**src/rtl/fir_tap_sequencer.sv**
```systemverilog
`default_nettype none
// -----------------------------------------------------------------------------
// fir_tap_sequencer: drives a shared MAC through one FIR output per sample,
// then rounds, shifts and saturates the accumulator.            Revision 1.0
// -----------------------------------------------------------------------------
module fir_tap_sequencer #(
  parameter int NTAPS   = 10,
  parameter int NBANDS  = 4,
  parameter int MAC_LAT = 1,
  parameter int SHIFT   = 15
) (
  input  logic        clk_i,
  input  logic        rst_i,
  input  logic        sample_valid_i,
  input  logic [7:0]  band_i,
  output logic        win_hold_o,
  output logic        busy_o,
  output logic [7:0]  coef_addr_o,
  input  logic [15:0] coef_data_i,
  output logic        mac_clr_o,
  output logic        mac_en_o,
  output logic [15:0] tap_o,
  output logic [7:0]  tapnum_o,
  input  logic [32:0] mac_result_i,
  output logic [15:0] out_data_o,
  output logic        out_valid_o,
  input  logic        out_ready_i,
  output logic        overrun_o,
  output logic [7:0]  drop_cnt_o
);

  typedef enum logic [2:0] {
    S_IDLE  = 3'd0,
    S_FETCH = 3'd1,
    S_RUN   = 3'd2,
    S_WAIT  = 3'd3,
    S_SCALE = 3'd4,
    S_OUT   = 3'd5
  } state_t;

  localparam logic [7:0]  c_NTAPS     = 8'(NTAPS);
  localparam logic [7:0]  c_LAST_TAP  = 8'(NTAPS - 1);
  localparam logic [7:0]  c_LAST_WAIT = 8'((MAC_LAT > 0) ? (MAC_LAT - 1) : 0);
  localparam logic [7:0]  c_NBANDS    = 8'(NBANDS);
  localparam logic [33:0] c_ROUND_U   = (34'd1 << SHIFT) >> 1;

  state_t             r_state;
  state_t             w_state_nxt;
  logic [7:0]         r_cnt;
  logic [7:0]         w_cnt_nxt;
  logic [7:0]         r_base;
  logic [15:0]        r_out_data;
  logic               r_overrun;
  logic [7:0]         r_drop_cnt;
  logic [7:0]         w_bank;
  logic               w_accept;
  logic               w_drop;
  logic signed [33:0] w_sum;
  logic signed [33:0] w_shifted;
  logic [15:0]        w_sat;

  // Out-of-range bank selects fall back to bank 0 rather than aliasing.
  assign w_bank   = (band_i < c_NBANDS) ? band_i : 8'd0;
  assign w_accept = (r_state == S_IDLE) && sample_valid_i;
  assign w_drop   = (r_state != S_IDLE) && sample_valid_i;

  assign w_sum     = $signed({mac_result_i[32], mac_result_i}) + $signed(c_ROUND_U);
  assign w_shifted = w_sum >>> SHIFT;
  assign w_sat     = (w_shifted > 34'sd32767)  ? 16'h7FFF :
                     (w_shifted < -34'sd32768) ? 16'h8000 : w_shifted[15:0];

  always_ff @(posedge clk_i) begin
    if (rst_i) begin
      r_state <= S_IDLE;
      r_cnt   <= 8'd0;
    end else begin
      r_state <= w_state_nxt;
      r_cnt   <= w_cnt_nxt;
    end
  end

  always_comb begin
    w_state_nxt = r_state;
    w_cnt_nxt   = r_cnt;
    win_hold_o  = 1'b1;
    busy_o      = 1'b1;
    coef_addr_o = 8'd0;
    mac_clr_o   = 1'b0;
    mac_en_o    = 1'b0;
    tap_o       = 16'd0;
    tapnum_o    = 8'd0;
    out_valid_o = 1'b0;
    unique case (r_state)
      S_IDLE: begin
        win_hold_o = 1'b0;
        busy_o     = 1'b0;
        if (sample_valid_i) begin
          w_state_nxt = S_FETCH;
          w_cnt_nxt   = 8'd0;
        end
      end
      S_FETCH: begin
        coef_addr_o = r_base;
        mac_clr_o   = 1'b1;
        w_state_nxt = S_RUN;
        w_cnt_nxt   = 8'd0;
      end
      S_RUN: begin
        // ROM data for tap k arrives now; the address for tap k+1 goes out.
        coef_addr_o = r_base + r_cnt + 8'd1;
        mac_en_o    = 1'b1;
        tap_o       = coef_data_i;
        tapnum_o    = r_cnt;
        if (r_cnt == c_LAST_TAP) begin
          w_cnt_nxt   = 8'd0;
          w_state_nxt = (MAC_LAT == 0) ? S_SCALE : S_WAIT;
        end else begin
          w_cnt_nxt = r_cnt + 8'd1;
        end
      end
      S_WAIT: begin
        if (r_cnt == c_LAST_WAIT) begin
          w_cnt_nxt   = 8'd0;
          w_state_nxt = S_SCALE;
        end else begin
          w_cnt_nxt = r_cnt + 8'd1;
        end
      end
      S_SCALE: begin
        w_state_nxt = S_OUT;
      end
      S_OUT: begin
        out_valid_o = 1'b1;
        if (out_ready_i) begin
          w_state_nxt = S_IDLE;
        end
      end
      default: begin
        w_state_nxt = S_IDLE;
      end
    endcase
  end

  always_ff @(posedge clk_i) begin
    if (rst_i) begin
      r_base     <= 8'd0;
      r_out_data <= 16'd0;
      r_overrun  <= 1'b0;
      r_drop_cnt <= 8'd0;
    end else begin
      if (w_accept) begin
        r_base <= w_bank * c_NTAPS;
      end
      if (r_state == S_SCALE) begin
        r_out_data <= w_sat;
      end
      r_overrun <= w_drop;
      if (w_drop && (r_drop_cnt != 8'hFF)) begin
        r_drop_cnt <= r_drop_cnt + 8'd1;
      end
    end
  end

  assign out_data_o = r_out_data;
  assign overrun_o  = r_overrun;
  assign drop_cnt_o = r_drop_cnt;

endmodule
`default_nettype wire
```
**config.mk**
```make
export PLATFORM = sky130hd
export DESIGN_NAME = fir_tap_sequencer
export DESIGN_NICKNAME = d
export VERILOG_FILES = /design/src/rtl/fir_tap_sequencer.sv
export SDC_FILE = /design/constraint.sdc
export NUM_CORES = 1
export LEC_CHECK = 0
export BUFFER_PORTS_ARGS = -buffer_cell sky130_fd_sc_hd__buf_4
export CAP_MARGIN = 20
export CORE_MARGIN = 2
export CORE_UTILIZATION = 35
export DETAILED_ROUTE_END_ITERATION = 10
export SLEW_MARGIN = 40
export SYNTH_ARGS = -nofsm -noshare
export SYNTH_HDL_FRONTEND = slang
export SYNTH_SLANG_ARGS = --single-unit
```
**constraint.sdc**
```tcl
create_clock -name clk_i -period 6.3 [get_ports clk_i]
set_input_delay 1.89 -clock clk_i [delete_from_list [all_inputs] [get_ports clk_i]]
set_output_delay 1.89 -clock clk_i [all_outputs]
set_load 0.02 [all_outputs]
```
==> impl_metrics.env <==
export IMPL_hold_class="reg2reg"
export IMPL_syn_area_sq_um=3040
export IMPL_final_common_cell="buf_4"
export IMPL_pwr_share_seq=0.349
export IMPL_min_delay_start="out_data_o[15]"
export IMPL_cts_resized=0
export IMPL_final_cell_mix="buf_4, nor2_1, dfxtp_1"
export IMPL_gr_total_overflow=0
export IMPL_crit_type="reg2out"
export IMPL_cts_root_buf="clkbuf_8"
export IMPL_grt_antenna_before_repair=0
export IMPL_io_pins=123
export IMPL_synth_edf_count=0
export IMPL_hold_viol=0
export IMPL_ant_nets=0
export IMPL_swShare=0.417
export IMPL_die_w_microns=97.1
export IMPL_status="completed"
export IMPL_cts_buffers=5
export IMPL_place_area_sq_um=3930
export IMPL_tritoncts="built"
export IMPL_insertion_delay_ns=0.30
export IMPL_io_buffers=108
export IMPL_powerDensity_nw_per_um2=252
export IMPL_rows=33
export IMPL_grt_pass1_vias=2741
export IMPL_fin_cells=579
export IMPL_r2r_slack_ns=4.14
export IMPL_crit_fanout=5
export IMPL_cts_setup_buffers=0
export IMPL_drtIter0Drc=90
export IMPL_rsz0062_at_grt="false"
export IMPL_htree_levels=2
export IMPL_wl_microns=7590
export IMPL_regToRegStartpoint="r_state[0]"
export IMPL_ir_worst_vdd_mv=0.237
export IMPL_synth_ff_type="dfxtp_1"
export IMPL_slew_headroom=0.507
export IMPL_dp_cells=571
export IMPL_async_flop_share=0
export IMPL_core_area_sq_um=8300
export IMPL_reg2reg_depth=7
export IMPL_endpoint_kind="output pin"
export IMPL_firstDrtPassIters=4
export IMPL_dieHeight_microns=97.1
export IMPL_tightestPinTransition_ns=0.737
export IMPL_finalPower_uw=1020
export IMPL_fin_nets=554
export IMPL_setup_viol=0
export IMPL_grt_pass1_wl_microns=12700
export IMPL_grt_start_max_net_pins=42
export IMPL_fin_ws_ns=2.00
export IMPL_final_area_sq_um=4030
export IMPL_fmax_mhz=232
export IMPL_hpwl_microns=5920
export IMPL_p_comb_frac=0.471
export IMPL_cap_violations=0
export IMPL_synth_seq_cells=43
export IMPL_seq_area_frac_synth=0.283
export IMPL_switching_power_uw=424
export IMPL_r2r_end="drop_cnt_o[7]"
export IMPL_p_int_uw=592
export IMPL_arrival_ns=2.41
export IMPL_drc_errors=0
export IMPL_netlist_instances=369
export IMPL_num_vias=2879
export IMPL_whs_path_depth=2
export IMPL_initial_core_util=0.366
export IMPL_path_clk_slew_ns=0.10
export IMPL_syn_area_per_cell_sq_um=8.23
export IMPL_layout_drive_gt1_share=0.302
export IMPL_syn_to_final_growth_pct=32.6
export IMPL_cts_sinks=43
export IMPL_skew_ns=0.0128
export IMPL_cp_start_kind="flop"
export IMPL_hold_buffers=0
export IMPL_avgRoutedWirePerCell_microns=13.1
export IMPL_p_leak_uw=0.00181
export IMPL_die_area_sq_um=9440
export IMPL_gp_congestion=0.851
export IMPL_fin_tns_setup_ns=0
export IMPL_cp_required_ns=4.41
export IMPL_antenna_cells=0
export IMPL_holdPathEnd="out_data_o[15]"
export IMPL_slew_violations=0
export IMPL_min_period_ns=4.30
export IMPL_grt_util_all_layers=0.157
export IMPL_ys_types=58
export IMPL_synth_warnings=0
export IMPL_pwr_share_clk=0.180
export IMPL_period_share=0.683
export IMPL_avgViaCountPerCell=4.97
export IMPL_cts_path_max_buffers=2
export IMPL_pre_cts_ws_ns=2.14
[cells by family after synthesis]
kind of cell,count (synthesis),share of synthesized area
AO/OA/AOI/OAI,65,0.173
XOR/XNOR,35,0.103
adder cells (fa/ha/maj),20,0.0874
buffers and inverters,31,0.0437
flip-flops,43,0.283
multiplexers,6,0.0198
other,1,0.00123
AND/OR/NAND/NOR,168,0.288
[cell usage after synthesis, types with 3 or more instances]
master / count / share of area
a211oi_1: 4 / 0.0099
a21oi_1: 16 / 0.026
a211oi_2: 12 / 0.049
mux2i_1: 6 / 0.020
dfxtp_1: 43 / 0.28
and2_1: 25 / 0.052
xor2_1: 20 / 0.058
clkbuf_1: 13 / 0.016
ha_1: 18 / 0.074
a21o_1: 5 / 0.012
inv_1: 13 / 0.016
nor3_1: 11 / 0.018
nor2_1: 50 / 0.062
nand3_1: 10 / 0.016
nand2_1: 33 / 0.041
a22o_1: 6 / 0.017
nand3b_1: 6 / 0.015
xnor2_1: 14 / 0.040
and3_1: 3 / 0.0062
o21ai_0: 5 / 0.0082
or3_1: 4 / 0.0082
nand4_1: 8 / 0.016
[worst max path at each step]
stage | startpoint | end | slack [ns] | cells after the start
2_1_floorplan | coef_data_i[0] | tap_o[0] | 2.31 | 1
3_3_place_gp | coef_data_i[14] | tap_o[14] | 2.14 | 3
3_5_place_dp | coef_data_i[9] | tap_o[9] | 2.14 | 3
4_1_cts | r_cnt[1] | coef_addr_o[7] | 1.95 | 9
5_1_grt | r_cnt[1] | coef_addr_o[7] | 1.68 | 9
6_report | r_cnt[1] | coef_addr_o[7] | 2.00 | 9
[routing by layer]
metal / track usage / routed length, microns
met1: 0.203 / 3440
met2: 0.269 / 3710
met4: 0.0390 / 61
met3: 0.0309 / 374
met5: 0 / 0
[critical path, stage by stage (launching register included)]
cell	delay, ns
dfxtp_1	0.45
ha_1	0.27
a21o_1	0.19
a211oi_1	0.29
o21ai_0	0.14
o211ai_1	0.12
xor2_1	0.22
a21oi_1	0.09
o22ai_1	0.17
buf_4	0.17
[registers in the layout (all words and copies together) (netlist names)]
register,cells
drop_cnt_o,8
out_data_o,16
overrun_o,1
r_base,7
r_cnt,8
r_state,3
[stage by stage]
step,utilization,hold WS (ns)
3_5_place_dp,0.474,0.464
5_1_grt,0.485,0.487
3_3_place_gp,0.473,0.459
6_report,0.485,0.476
4_1_cts,0.485,0.478
2_1_floorplan,-,0.457
[power by group through the flow]
stage / registers, uW / clock network, uW / logic (uW)
final: 354 / 182 / 479
after global routing: 362 / 200 / 526
after CTS: 354 / 191 / 482
after detailed placement: 361 / 0 / 480
after global placement: 359 / 0 / 473
after floorplan: 353 / 0 / 320
[cell type report]
cell class | instances | area [sq um]
clock buffers | 5 | 68.8
clock inverters | 3 | 23.8
fillers | 848 | 4270
inverters | 13 | 48.8
multi-input cells | 300 | 2070
flip-flops and latches | 43 | 861
well taps | 105 | 131
repair buffers | 110 | 826
No activity file was read; power rests on OpenSTA's default activity.
